[src/rtl/cnn_pkg.sv]
// Shared CNN datapath types: Q8.8 sample type, pooling FSM states, signed max/min and saturating-add helpers.
package cnn_pkg;

  localparam int DATA_WIDTH = 16;

  typedef logic signed [DATA_WIDTH-1:0] q8_8_t;

  typedef enum logic [1:0] {
    POOL_IDLE = 2'd0,
    POOL_RUN  = 2'd1,
    POOL_BP   = 2'd2
  } pool_state_t;

  // Ties keep the first (stored) operand.
  function automatic q8_8_t smax(input q8_8_t stored, input q8_8_t sample);
    return (sample > stored) ? sample : stored;
  endfunction

  function automatic q8_8_t smin(input q8_8_t stored, input q8_8_t sample);
    return (sample < stored) ? sample : stored;
  endfunction

  function automatic logic [DATA_WIDTH-1:0] sat_add(input logic [DATA_WIDTH-1:0] acc,
                                                    input logic [DATA_WIDTH-1:0] inc);
    logic [DATA_WIDTH:0] sum;
    sum = {1'b0, acc} + {1'b0, inc};
    return sum[DATA_WIDTH] ? {DATA_WIDTH{1'b1}} : sum[DATA_WIDTH-1:0];
  endfunction

endpackage

[src/rtl/pool_line_buffer.sv]
// Per-column partial max/min for the current window row-band; combinational read, one write per cycle.
// load overwrites both halves with the sample, update folds the sample in by signed compare.
module pool_line_buffer
  import cnn_pkg::*;
#(
  parameter int ENTRIES = 31,
  parameter int AW      = 5
) (
  input  logic          clk,
  input  logic [AW-1:0] addr,
  input  logic          load,
  input  logic          update,
  input  q8_8_t         din,
  output q8_8_t         rd_max,
  output q8_8_t         rd_min
);

  q8_8_t max_mem [ENTRIES];
  q8_8_t min_mem [ENTRIES];

  assign rd_max = max_mem[addr];
  assign rd_min = min_mem[addr];

  always_ff @(posedge clk) begin
    if (load) begin
      max_mem[addr] <= din;
      min_mem[addr] <= din;
    end else if (update) begin
      max_mem[addr] <= smax(max_mem[addr], din);
      min_mem[addr] <= smin(min_mem[addr], din);
    end
  end

endmodule

[src/rtl/max_pool_stream.sv]
// Streaming STRIDE x STRIDE max-pool with per-frame max-min loss metric; 1-cycle sample-to-output latency.
// No ready output: enable low in RUN pauses acceptance with all counters and partial windows held.
module max_pool_stream #(
  parameter int INPUT_WIDTH    = 62,
  parameter int INPUT_HEIGHT   = 62,
  parameter int INPUT_CHANNELS = 30,
  parameter int STRIDE         = 2,
  parameter int DATA_WIDTH     = 16
) (
  input  logic                         clk,
  input  logic                         reset,
  input  logic                         enable,
  input  logic signed [DATA_WIDTH-1:0] input_data,
  input  logic                         input_valid,
  output logic signed [DATA_WIDTH-1:0] pooled_output,
  output logic                         output_valid,
  output logic                         pool_done,
  output logic        [DATA_WIDTH-1:0] output_error,
  output logic                         backprop_done
);
  import cnn_pkg::*;

  localparam int OUT_W = INPUT_WIDTH / STRIDE;
  localparam int OUT_H = INPUT_HEIGHT / STRIDE;
  localparam int CW    = $clog2(INPUT_WIDTH + 1);
  localparam int RW    = $clog2(INPUT_HEIGHT + 1);
  localparam int HW    = $clog2(INPUT_CHANNELS + 1);
  localparam int SW    = $clog2(STRIDE + 1);
  localparam int WXW   = $clog2(OUT_W + 1);
  localparam int WYW   = $clog2(OUT_H + 1);
  localparam int AW    = (OUT_W > 1) ? $clog2(OUT_W) : 1;

  pool_state_t state_q, state_d;

  logic [CW-1:0]  col;
  logic [RW-1:0]  row;
  logic [HW-1:0]  ch;
  logic [SW-1:0]  sub_col, sub_row;
  logic [WXW-1:0] win_col;
  logic [WYW-1:0] win_row;
  logic [DATA_WIDTH-1:0] loss_acc;

  logic  accept, last_col, last_row, last_ch, last_sample;
  logic  in_region, win_first, win_close;
  q8_8_t rd_max, rd_min, win_max, win_min;
  logic [DATA_WIDTH:0] win_diff;

  assign accept      = (state_q == POOL_RUN) && enable && input_valid;
  assign last_col    = (col == CW'(INPUT_WIDTH - 1));
  assign last_row    = (row == RW'(INPUT_HEIGHT - 1));
  assign last_ch     = (ch == HW'(INPUT_CHANNELS - 1));
  assign last_sample = last_col && last_row && last_ch;

  // Trailing columns/rows past the last full window land outside the pooled region.
  assign in_region = (win_col < WXW'(OUT_W)) && (win_row < WYW'(OUT_H));
  assign win_first = (sub_col == '0) && (sub_row == '0);
  assign win_close = in_region && (sub_col == SW'(STRIDE - 1)) && (sub_row == SW'(STRIDE - 1));

  assign win_max  = win_first ? input_data : smax(rd_max, input_data);
  assign win_min  = win_first ? input_data : smin(rd_min, input_data);
  // max >= min, so the signed difference always fits unsigned in DATA_WIDTH bits.
  assign win_diff = {win_max[DATA_WIDTH-1], win_max} - {win_min[DATA_WIDTH-1], win_min};

  pool_line_buffer #(
    .ENTRIES (OUT_W),
    .AW      (AW)
  ) u_line_buffer (
    .clk    (clk),
    .addr   (win_col[AW-1:0]),
    .load   (accept && in_region && win_first),
    .update (accept && in_region && !win_first),
    .din    (input_data),
    .rd_max (rd_max),
    .rd_min (rd_min)
  );

  always_ff @(posedge clk) begin
    if (!reset) state_q <= POOL_IDLE;
    else        state_q <= state_d;
  end

  always_comb begin
    state_d = state_q;
    unique case (state_q)
      POOL_IDLE: if (enable) state_d = POOL_RUN;
      POOL_RUN:  if (accept && last_sample) state_d = POOL_BP;
      POOL_BP:   state_d = POOL_IDLE;
      default:   state_d = POOL_IDLE;
    endcase
  end

  always_ff @(posedge clk) begin
    if (!reset) begin
      col     <= '0;
      row     <= '0;
      ch      <= '0;
      sub_col <= '0;
      sub_row <= '0;
      win_col <= '0;
      win_row <= '0;
    end else if (accept) begin
      if (last_col) begin
        col     <= '0;
        sub_col <= '0;
        win_col <= '0;
        if (last_row) begin
          row     <= '0;
          sub_row <= '0;
          win_row <= '0;
          ch      <= last_ch ? '0 : ch + 1'b1;
        end else begin
          row <= row + 1'b1;
          if (sub_row == SW'(STRIDE - 1)) begin
            sub_row <= '0;
            win_row <= win_row + 1'b1;
          end else begin
            sub_row <= sub_row + 1'b1;
          end
        end
      end else begin
        col <= col + 1'b1;
        if (sub_col == SW'(STRIDE - 1)) begin
          sub_col <= '0;
          win_col <= win_col + 1'b1;
        end else begin
          sub_col <= sub_col + 1'b1;
        end
      end
    end
  end

  always_ff @(posedge clk) begin
    if (!reset) begin
      pooled_output <= '0;
      output_valid  <= 1'b0;
      pool_done     <= 1'b0;
      output_error  <= '0;
      backprop_done <= 1'b0;
      loss_acc      <= '0;
    end else begin
      output_valid  <= 1'b0;
      pool_done     <= accept && last_sample;
      backprop_done <= (state_q == POOL_BP);
      if (state_q == POOL_IDLE && enable) loss_acc <= '0;
      if (state_q == POOL_BP) output_error <= loss_acc;
      if (accept && win_close) begin
        pooled_output <= win_max;
        output_valid  <= 1'b1;
        loss_acc      <= sat_add(loss_acc, win_diff[DATA_WIDTH-1:0]);
      end
    end
  end

endmodule

[config.mk]
export PLATFORM = sky130hd
export DESIGN_NAME = max_pool_stream
export DESIGN_NICKNAME = d
export VERILOG_FILES = /design/src/rtl/cnn_pkg.sv /design/src/rtl/pool_line_buffer.sv /design/src/rtl/max_pool_stream.sv
export SDC_FILE = /design/constraint.sdc
export NUM_CORES = 1
export LEC_CHECK = 0
export BUFFER_PORTS_ARGS = -buffer_cell sky130_fd_sc_hd__buf_2
export CAP_MARGIN = 20
export CORE_UTILIZATION = 45
export CTS_CLUSTER_DIAMETER = 80
export DETAILED_ROUTE_END_ITERATION = 16
export GPL_TIMING_DRIVEN = 1
export PLACE_DENSITY = 0.67
export SYNTH_ARGS = -nofsm -noshare
export SYNTH_HDL_FRONTEND = slang
export SYNTH_SLANG_ARGS = --single-unit
[constraint.sdc]
create_clock -name clk -period 13.3 [get_ports clk]
set_clock_uncertainty 0.2 [all_clocks]
set_input_delay 0.665 -clock clk [delete_from_list [all_inputs] [get_ports clk]]
set_output_delay 0.665 -clock clk [all_outputs]
set_load 0.03 [all_outputs]
# --- Word-level counts from Yosys, hierarchy flattened ---
# Memory sizes are Yosys's and may differ from the RTL's. A register that Yosys moved wholly into a read port is not among the register bits.
# Cells that the tools add are included.
totals:
  ram_bits: 992
  output_inout_bits: 35
  latchBits: 0
  elab_cells: 99
  n_memories: 2
  regBits: 84
  rom_bits: 0
  inputBits: 20
classes:
  n_reduce_logical: 26
  addsub: 9
  n_div: 0
  multipliers: 0
  bitwise_logic: 2
  order_cmp: 4
  muxes: 33
  shift: 0
  n_eq_ne: 9
memory_table:
  columns: ["memory", "words", "word_bits", "read_ports", "rd_clocked_by_memory_dff", "write_ports", "line", "text"]
  rows:
  - ["u_line_buffer.max_mem", 31, 16, 1, 1, 1, "pool_line_buffer.sv:18", "q8_8_t max_mem [ENTRIES];"]
  - ["u_line_buffer.min_mem", 31, 16, 1, 1, 1, "pool_line_buffer.sv:19", "q8_8_t min_mem [ENTRIES];"]
op_table:
  columns: ["cell", "n"]
  rows:
  - ["16-bit two-way mux", 9]
  - ["5-bit two-way mux", 9]
  - ["16-bit by 16-bit adder with 17-bit output", 1]
  - ["16-bit greater-than comparator", 1]
  - ["16-bit < comparator", 1]
  - ["16-bit subtractor", 1]
  - ["5-bit by 1-bit adder with 5-bit output, second input constant", 3]
  - ["1-bit logical AND", 14]
  - ["6-bit by 1-bit adder with 6-bit output, second input constant", 2]
  - ["6-bit equality test, second input constant", 2]
  - ["2-bit two-way mux", 6]
  - ["6-bit two-way mux", 2]
  - ["5-bit < comparator, second input constant", 2]
  - ["2-bit by 1-bit equality test with 1-bit output, second input constant", 3]
  - ["2-bit zero test", 3]
  - ["1-bit two-way mux", 6]
  - ["2-bit AND reduction", 3]
  - ["3-bit AND reduction", 2]
  - ["2-bit nonzero test", 3]
  - ["5-bit equality test, second input constant", 1]
  - ["2-bit by 1-bit adder with 2-bit output, second input constant", 2]
  - ["2-bit case mux with 2 select lines", 1]
  - ["2-bit equality test, second input constant", 1]
  - ["2-bit by 1-bit != test with 1-bit output, second input constant", 1]
  - ["3 further kinds", 4]

# --- Depth between registers and ports, before layout ---
# Gate-level depths: netlist of the first run.
logic_depth:
  depth_word: 9
  depth_mapped: 41
  ltp_nobuf: 35

# --- Modules after synthesis ---
# From an unflattened synthesis of the first run, not the netlist that was laid out.
unflattened:
  cells_unflattened: 2481
  area_unflattened_um2: 44212.4
modules_own_cells:
  columns: ["mod", "n_inst", "area_per_inst_um2", "seq_area_each_um2", "cells_per_inst"]
  rows:
  - ["pool_line_buffer", 1, 38573.2, 29788.6, 1788]
  - ["max_pool_stream", 1, 5639.2, 1681.6, 693]

# --- Worst setup path before layout of the first run ---
# No wires, ideal clock.
synth_timing:
  path_type: "register to register"
  from: "reg with a tool-made name"
  to: "reg loss_acc[13]"
  arrival_time_ns: 7.707
  setup_time_ns: 0.117
  stages_incl_launch_ff: 39
  period_less_slack_ns: 8.024
  t_required_ns: 12.983
  slack_ns: 5.276
  path_buffers: 6
  path_cell_list: "dfxtp_1 buf_4 buf_6 buf_2 buf_2 mux4_2 mux4_2 mux2i_1 ha_1 a21oi_1 o21ai_0 a2111oi_0 a31oi_1 nand3_1 nor2_1 clkbuf_1 o21ai_0 ha_1 [... 3 more ...] a21oi_1 o21bai_1 a21oi_1 o21bai_1 and2_1 o21a_1 nor2_1 ha_1 a21o_1 a21o_1 a21oi_1 o21bai_1 o211ai_1 a21boi_0 o21ai_0 buf_2 nand3_1 a22o_1"
synth_rtl:
  columns: ["item", "line", "text"]
  rows:
  - ["to (signal assigned)", "max_pool_stream.sv:149", "loss_acc <= sat_add(loss_acc, win_diff[DATA_WIDTH-1:0]);"]
  - ["to (decl)", "max_pool_stream.sv:41", "logic [DATA_WIDTH-1:0] loss_acc;"]

==> results of run 1 <==
## where the power goes
part	total, mW	leakage (nW)	internal [mW]	switching (mW)
clock network	2.83	1.60	1.58	1.25
registers	3.71	9.64	3.71	0.00186
logic	0.238	4.16	0.0829	0.155
## cell families after synthesis
kind of cell             synth area share
buffers and inverters              0.0143
XOR/XNOR                          0.00797
multiplexers                        0.161
AO/OA/AOI/OAI                      0.0383
flip-flops                          0.719
AND/OR/NAND/NOR                    0.0379
adder cells (fa/ha/maj)            0.0220
## stage by stage
stage          total power, mW  setup slack (ns)   util  instances  cell area (um2)
6_report                  6.78              3.22  0.515       3857            49800
2_1_floorplan             3.93              5.28      -       2356            43900
5_1_grt                   6.96              2.59  0.515       3853            49800
3_3_place_gp              4.00              3.25  0.478       3638            46200
3_5_place_dp              4.01              3.51  0.478       3639            46200
4_1_cts                   6.80              3.49  0.511       3830            49500
## layout make-up
type                            instances  area, um2  area share
Sequential cell                      1081      31600       0.634
Clock buffer                          126       2780      0.0558
Timing Repair Buffer                  148       1190      0.0239
Antenna cell                            4       10.0    0.000201
Tap cell                             1276       1600      0.0321
Inverter                               24       90.1     0.00181
Multi-Input combinational cell       1133      12100       0.243
Clock inverter                         65        464     0.00932
## layer usage
layer  vias to the layer above  track usage  wire [um]
met5                         -            0          0
met4                         0       0.0683       2900
met3                       194       0.0389       9810
met2                      1190        0.367      53800
met1                     12200        0.310      44400
li1                       9816            -          -
## sequential cells by signal, indices dropped and copies added, names as in the netlist, 2 cells and up, named ones only
register / cells
u_line_buffer.min_mem: 496
sub_row: 2
win_col: 5
pooled_output: 16
row: 6
state_q: 2
sub_col: 2
u_line_buffer.max_mem: 496
loss_acc: 16
ch: 5
win_row: 5
output_error: 16
col: 6
## synthesized netlist by cell type, types with 12 or more instances
library cell / count
sky130_fd_sc_hd__o21ai_0: 83
sky130_fd_sc_hd__clkbuf_1: 54
sky130_fd_sc_hd__nor2_1: 116
sky130_fd_sc_hd__edfxtp_1: 992
sky130_fd_sc_hd__ha_1: 74
sky130_fd_sc_hd__xor2_1: 19
sky130_fd_sc_hd__mux4_2: 282
sky130_fd_sc_hd__mux2i_1: 64
sky130_fd_sc_hd__nand3_1: 14
sky130_fd_sc_hd__a31oi_1: 17
sky130_fd_sc_hd__buf_2: 48
sky130_fd_sc_hd__o31ai_1: 17
sky130_fd_sc_hd__a21oi_1: 112
sky130_fd_sc_hd__xnor2_1: 21
sky130_fd_sc_hd__a21o_1: 14
sky130_fd_sc_hd__nor3_1: 13
sky130_fd_sc_hd__nand2_1: 161
sky130_fd_sc_hd__nand4_1: 12
sky130_fd_sc_hd__inv_1: 23
sky130_fd_sc_hd__dfxtp_1: 89
## path summary, 6_finish.rpt
kind / startpoint / endpoint / slack (ns) / depth (start not counted)
worst max-delay path: flop / loss_acc[0]$_SDFFE_PN0P_ / 3.22 / 35
worst min-delay path: reset / ch[3]$_SDFFE_PN0P_ / 0.12 / 2
worst max register to register: flop / loss_acc[0]$_SDFFE_PN0P_ / 3.22 / 35
worst min register to register: output_error[7]$_SDFFE_PN0P_ / output_error[7]$_SDFFE_PN0P_ / 0.26 / 2
==> impl_metrics.ini, run 1 <==
[floorplan]
start_util = 0.454
dieArea_um2 = 98900
floorplan.die.height_um = 314
die_width_um = 314
floorplan.core_area_um2 = 96700
design.portCount = 55
num_rows = 114

[clock_tree]
clock_tree.buffer_depth = 3
clk_pin_slew_ns = 0.07
cts-resized-gates = 0
clock_tree.htree_level_count = 3
cts-hold-fix-buffers = 0
tritoncts_num_sinks = 1081
clockRootBuffer = sky130_fd_sc_hd__clkbuf_16
clock_latency_ns = 0.67
tritoncts = done
post-cts-setup-buffers = 0
cts_inserted_buffers = 103

[sta]
fin_tns_setup_ns = 0
layout_worst_path_cycle_share = 0.758
maxSlewHeadroom = 0.305
report.final.slew_viol_count = 0
timing.hold.ws_ns = 0.120
fmaxAchievable_ghz = 0.0992
period_needed_ns = 10.08
worst-slew-pin-transition_ns = 1.04
report.final.setup_viol = 0
hold_violations = 0
rsz0062_at_grt = no

[synthesis]
postSynth.topFlopCell = sky130_fd_sc_hd__edfxtp_1
synth_async_sr_flop_share = 0
synth.net_count = 2452
syn_area_per_cell_um2 = 18.6
synth_cells = 2356
mappedNetlistArea_um2 = 43900
yosysWarnings = 0
synth.yosys.seq_area_share = 0.719
synth-seq-cells = 1081
synthDistinctLibCells = 61
synth_edf_count = 992
synthTopCellsByArea = sky130_fd_sc_hd__edfxtp_1, sky130_fd_sc_hd__mux4_2, sky130_fd_sc_hd__dfxtp_1, sky130_fd_sc_hd__ha_1, sky130_fd_sc_hd__mux2i_1
synth_top_area_cell = sky130_fd_sc_hd__edfxtp_1
yosysTopAreaCellShare = 0.678

[global_route]
grt_overflow = 0
antenna_found_initial = 1
vias_in_the_first_global_route = 22900
total_routing_usage_gr = 0.225
grt_max_degree = 156
grt_pass1_wl_um = 159000

[detailed_routing]
totalWireLength_um = 111000
route.detailed.wl_per_inst_um = 28.8
avgViaCountPerCell = 6.07
route.detailed.drc = 0
drtAntennaViolNets = 0
starting_drc_count_in_detailed_routing = 2783
detail_route.first_pass.iterations = 5
dr_total_vias = 23400

[pwr]
p_leak_nw = 15.4
vdd_drop_max_mv = 0.0953
p_per_area_nw_per_um2 = 136

[placed_design]
dp.final_hpwl_um = 57900
global_placer_s_final_weighted_congestion = 0.898
input_output_buffers = 54

[worst_setup_path]
cp_top_family = compound AO/OA/AOI/OAI gates
cpMostUsedCell = sky130_fd_sc_hd__o21ai_0
critPathMaxStageDelay_ns = 0.82
worst-path-max-fanout = 155
timing.setup.critical_path_class = reg -> reg
slowest_stage = sky130_fd_sc_hd__dfxtp_4
crit_path_start_kind = flop
critical_path.endpoint_type = flop
worstPathArrival_ns = 10.44
worst-endpoint-required_ns = 13.65
path_buf_inv = 3

[layout]
most_common_library_cell_in_the_layout_ignoring_fill_and_taps = sky130_fd_sc_hd__edfxtp_1
syn2layout_area_growth_pct = 13.4
finish.net_count = 2587
fillerInstances = 7575
most-common-layout-cells = sky130_fd_sc_hd__edfxtp_1, sky130_fd_sc_hd__mux4_2, sky130_fd_sc_hd__nand2_1, sky130_fd_sc_hd__clkbuf_16, sky130_fd_sc_hd__a21oi_1
drive_gt1_frac = 0.259

[status]
run_status = completed

[flow_run]
drv_cap = 0

[hold_path]
worstHoldPathType = in -> reg
Power figures use the tool's default switching activity.
==> run 2: changes to the inputs <==
==> constraint.sdc (replaced) <==
create_clock -name clk -period 10.2 [get_ports clk]
set_clock_uncertainty 0.2 [all_clocks]
set_input_delay 0.51 -clock clk [delete_from_list [all_inputs] [get_ports clk]]
set_output_delay 0.51 -clock clk [all_outputs]
set_load 0.03 [all_outputs]
==> run 2 against run 1 <==
Against the previous run:
- clock power is 36% higher
- routed wire length is 0.81% lower
- final cell count is 0.91% higher
- global-route usage decreased by 0.20 points
- non-clock buffer count up 27
- first-iteration DRC count shrank 1.1%
- count of clock-buffer cells in the layout is 7 higher
- critical path type unchanged
==> impl_metrics.ini, run 2 (synthesis results as in run 1) <==
[layout]
most-common-layout-cells = sky130_fd_sc_hd__edfxtp_1, sky130_fd_sc_hd__mux4_2, sky130_fd_sc_hd__nand2_1, sky130_fd_sc_hd__clkbuf_16, sky130_fd_sc_hd__a21oi_1
fillerInstances = 7505
finish.net_count = 2616
layout_top_registers = u_line_buffer.max_mem: 496 flops, u_line_buffer.min_mem: 496 flops
syn2layout_area_growth_pct = 14.6
drive_gt1_frac = 0.266
most_common_library_cell_in_the_layout_ignoring_fill_and_taps = sky130_fd_sc_hd__edfxtp_1

[clock_tree]
tritoncts = done
clock_tree.htree_level_count = 3
tritoncts_num_sinks = 1081
clk_pin_slew_ns = 0.07
clock_tree.buffer_depth = 3
clock_latency_ns = 0.71
clockRootBuffer = sky130_fd_sc_hd__clkbuf_16
cts_inserted_buffers = 105

[worst_setup_path]
worstPathArrival_ns = 9.80
path_buf_inv = 3
reg_to_reg_end = loss_acc[1]$_SDFFE_PN0P_
worst-path-max-fanout = 54
slowest_stage = sky130_fd_sc_hd__mux4_2
crit_path_start_kind = flop
critPathMaxStageDelay_ns = 0.57
cp_top_family = compound AO/OA/AOI/OAI gates
crit_cells = 35
reg2regPathDepth = 35
rrSetupSlack_ns = 0.77
timing.setup.critical_path_class = reg -> reg
worst-endpoint-required_ns = 10.57
critical_path.endpoint_type = flop

[sta]
fmaxAchievable_ghz = 0.106
layout_worst_path_cycle_share = 0.925
worst-slew-pin-transition_ns = 0.900
maxSlewHeadroom = 0.395
report.final.slew_viol_count = 0
hold_violations = 0
period_needed_ns = 9.43
fin_tns_setup_ns = 0
report.final.setup_viol = 0
rsz0062_at_grt = no

[pwr]
p_per_area_nw_per_um2 = 179
total_power_mw = 9.00
p_leak_nw = 15.7
vdd_drop_max_mv = 0.149

[status]
run_status = completed

[global_route]
vias_in_the_first_global_route = 23200
total_routing_usage_gr = 0.223
antenna_found_initial = 3
grt_overflow = 0
grt_pass1_wl_um = 159000
grt_max_degree = 55

[floorplan]
die_width_um = 314
dieArea_um2 = 98900
start_util = 0.454
design.portCount = 55
num_rows = 114
floorplan.die.height_um = 314
floorplan.core_area_um2 = 96700

[detailed_routing]
totalWireLength_um = 110000
route.detailed.wl_per_inst_um = 28.3
drtAntennaViolNets = 0
starting_drc_count_in_detailed_routing = 2753
dr_total_vias = 23400
detail_route.first_pass.iterations = 5
avgViaCountPerCell = 6.01
route.detailed.drc = 0

[placed_design]
dp.final_hpwl_um = 60300
input_output_buffers = 54
global_placer_s_final_weighted_congestion = 0.922

[hold_path]
holdPathEnd = pooled_output[3]$_SDFFE_PN0P_
hold-path-cell-count = 5
min_from = input_data[3]
worstHoldPathType = in -> reg

[flow_run]
drv_cap = 0
## run 2: cell count changes in the layout (fill, tap and decap cells not counted), sizes merged
cell / before / now
buf: 148 / 173
clkbuf: 126 / 133
bufinv: 5 / 9
inv: 33 / 29
clkinv: 45 / 48
clkinvlp: 6 / 4
dlygate4sd3: 0 / 2
## run 2: per-layer routing
layer | vias to the layer above | wire length (um) | track usage
met5 | - | 15 | 0
met4 | 2 | 2980 | 0.0634
met3 | 182 | 9370 | 0.0397
met2 | 1085 | 52500 | 0.355
met1 | 12200 | 45200 | 0.316
li1 | 9873 | - | -
## run 2: final cells by class
class / count / area [um2] / area share
Sequential cell: 1081 / 31600 / 0.627
Multi-Input combinational cell: 1133 / 12100 / 0.240
Clock buffer: 133 / 2780 / 0.0552
Tap cell: 1276 / 1600 / 0.0317
Timing Repair Buffer: 175 / 1550 / 0.0308
Clock inverter: 66 / 657 / 0.0130
Inverter: 24 / 90.1 / 0.00179
Antenna cell: 4 / 10.0 / 0.000199
## run 2: through the flow
step | instances | util | hold WS, ns | instance area (um2) | setup slack [ns]
finish | 3892 | 0.521 | 0.153 | 50400 | 0.770
global route | 3888 | 0.521 | 0.162 | 50400 | 0.00845
CTS | 3870 | 0.518 | 0.107 | 50100 | 0.752
detailed placement | 3669 | 0.482 | 0.250 | 46600 | 0.824
global placement | 3660 | 0.480 | 0.240 | 46400 | 0.882
floorplan | 2356 | - | 0.223 | 43900 | 2.18
## run 2: timing repair
action                                  in CTS  in global routing
hold buffers                                 2                  0
endpoints found under the setup margin       0                  7
gates resized for setup                      0                  1
setup buffers                                0                  1
hold endpoints to repair                     3                  0
## run 2: power by group
part,internal [mW],switching (mW),leakage [nW]
logic,0.114,0.205,4.34
clock network,2.17,1.67,1.67
registers,4.83,0.00210,9.64
## run 2: worst reg2reg max path: cells and delay by family (launching register included)
family,cells,cell delay (ns)
AO/OA/AOI/OAI,19,3.68
adder cells (fa/ha/maj),4,1.24
buffers and inverters,3,0.75
flip-flops,1,0.51
multiplexers,3,1.57
AND/OR/NAND/NOR,6,1.35
## run 2: worst max-delay path by stage
stage | endpoint | slack, ns
2_1_floorplan | loss_acc[13]$_SDFFE_PN0P_ | 2.18
3_3_place_gp | loss_acc[1]$_SDFFE_PN0P_ | 0.88
3_5_place_dp | loss_acc[13]$_SDFFE_PN0P_ | 0.82
4_1_cts | loss_acc[1]$_SDFFE_PN0P_ | 0.75
5_1_grt | loss_acc[1]$_SDFFE_PN0P_ | 0.008
6_report | loss_acc[1]$_SDFFE_PN0P_ | 0.77
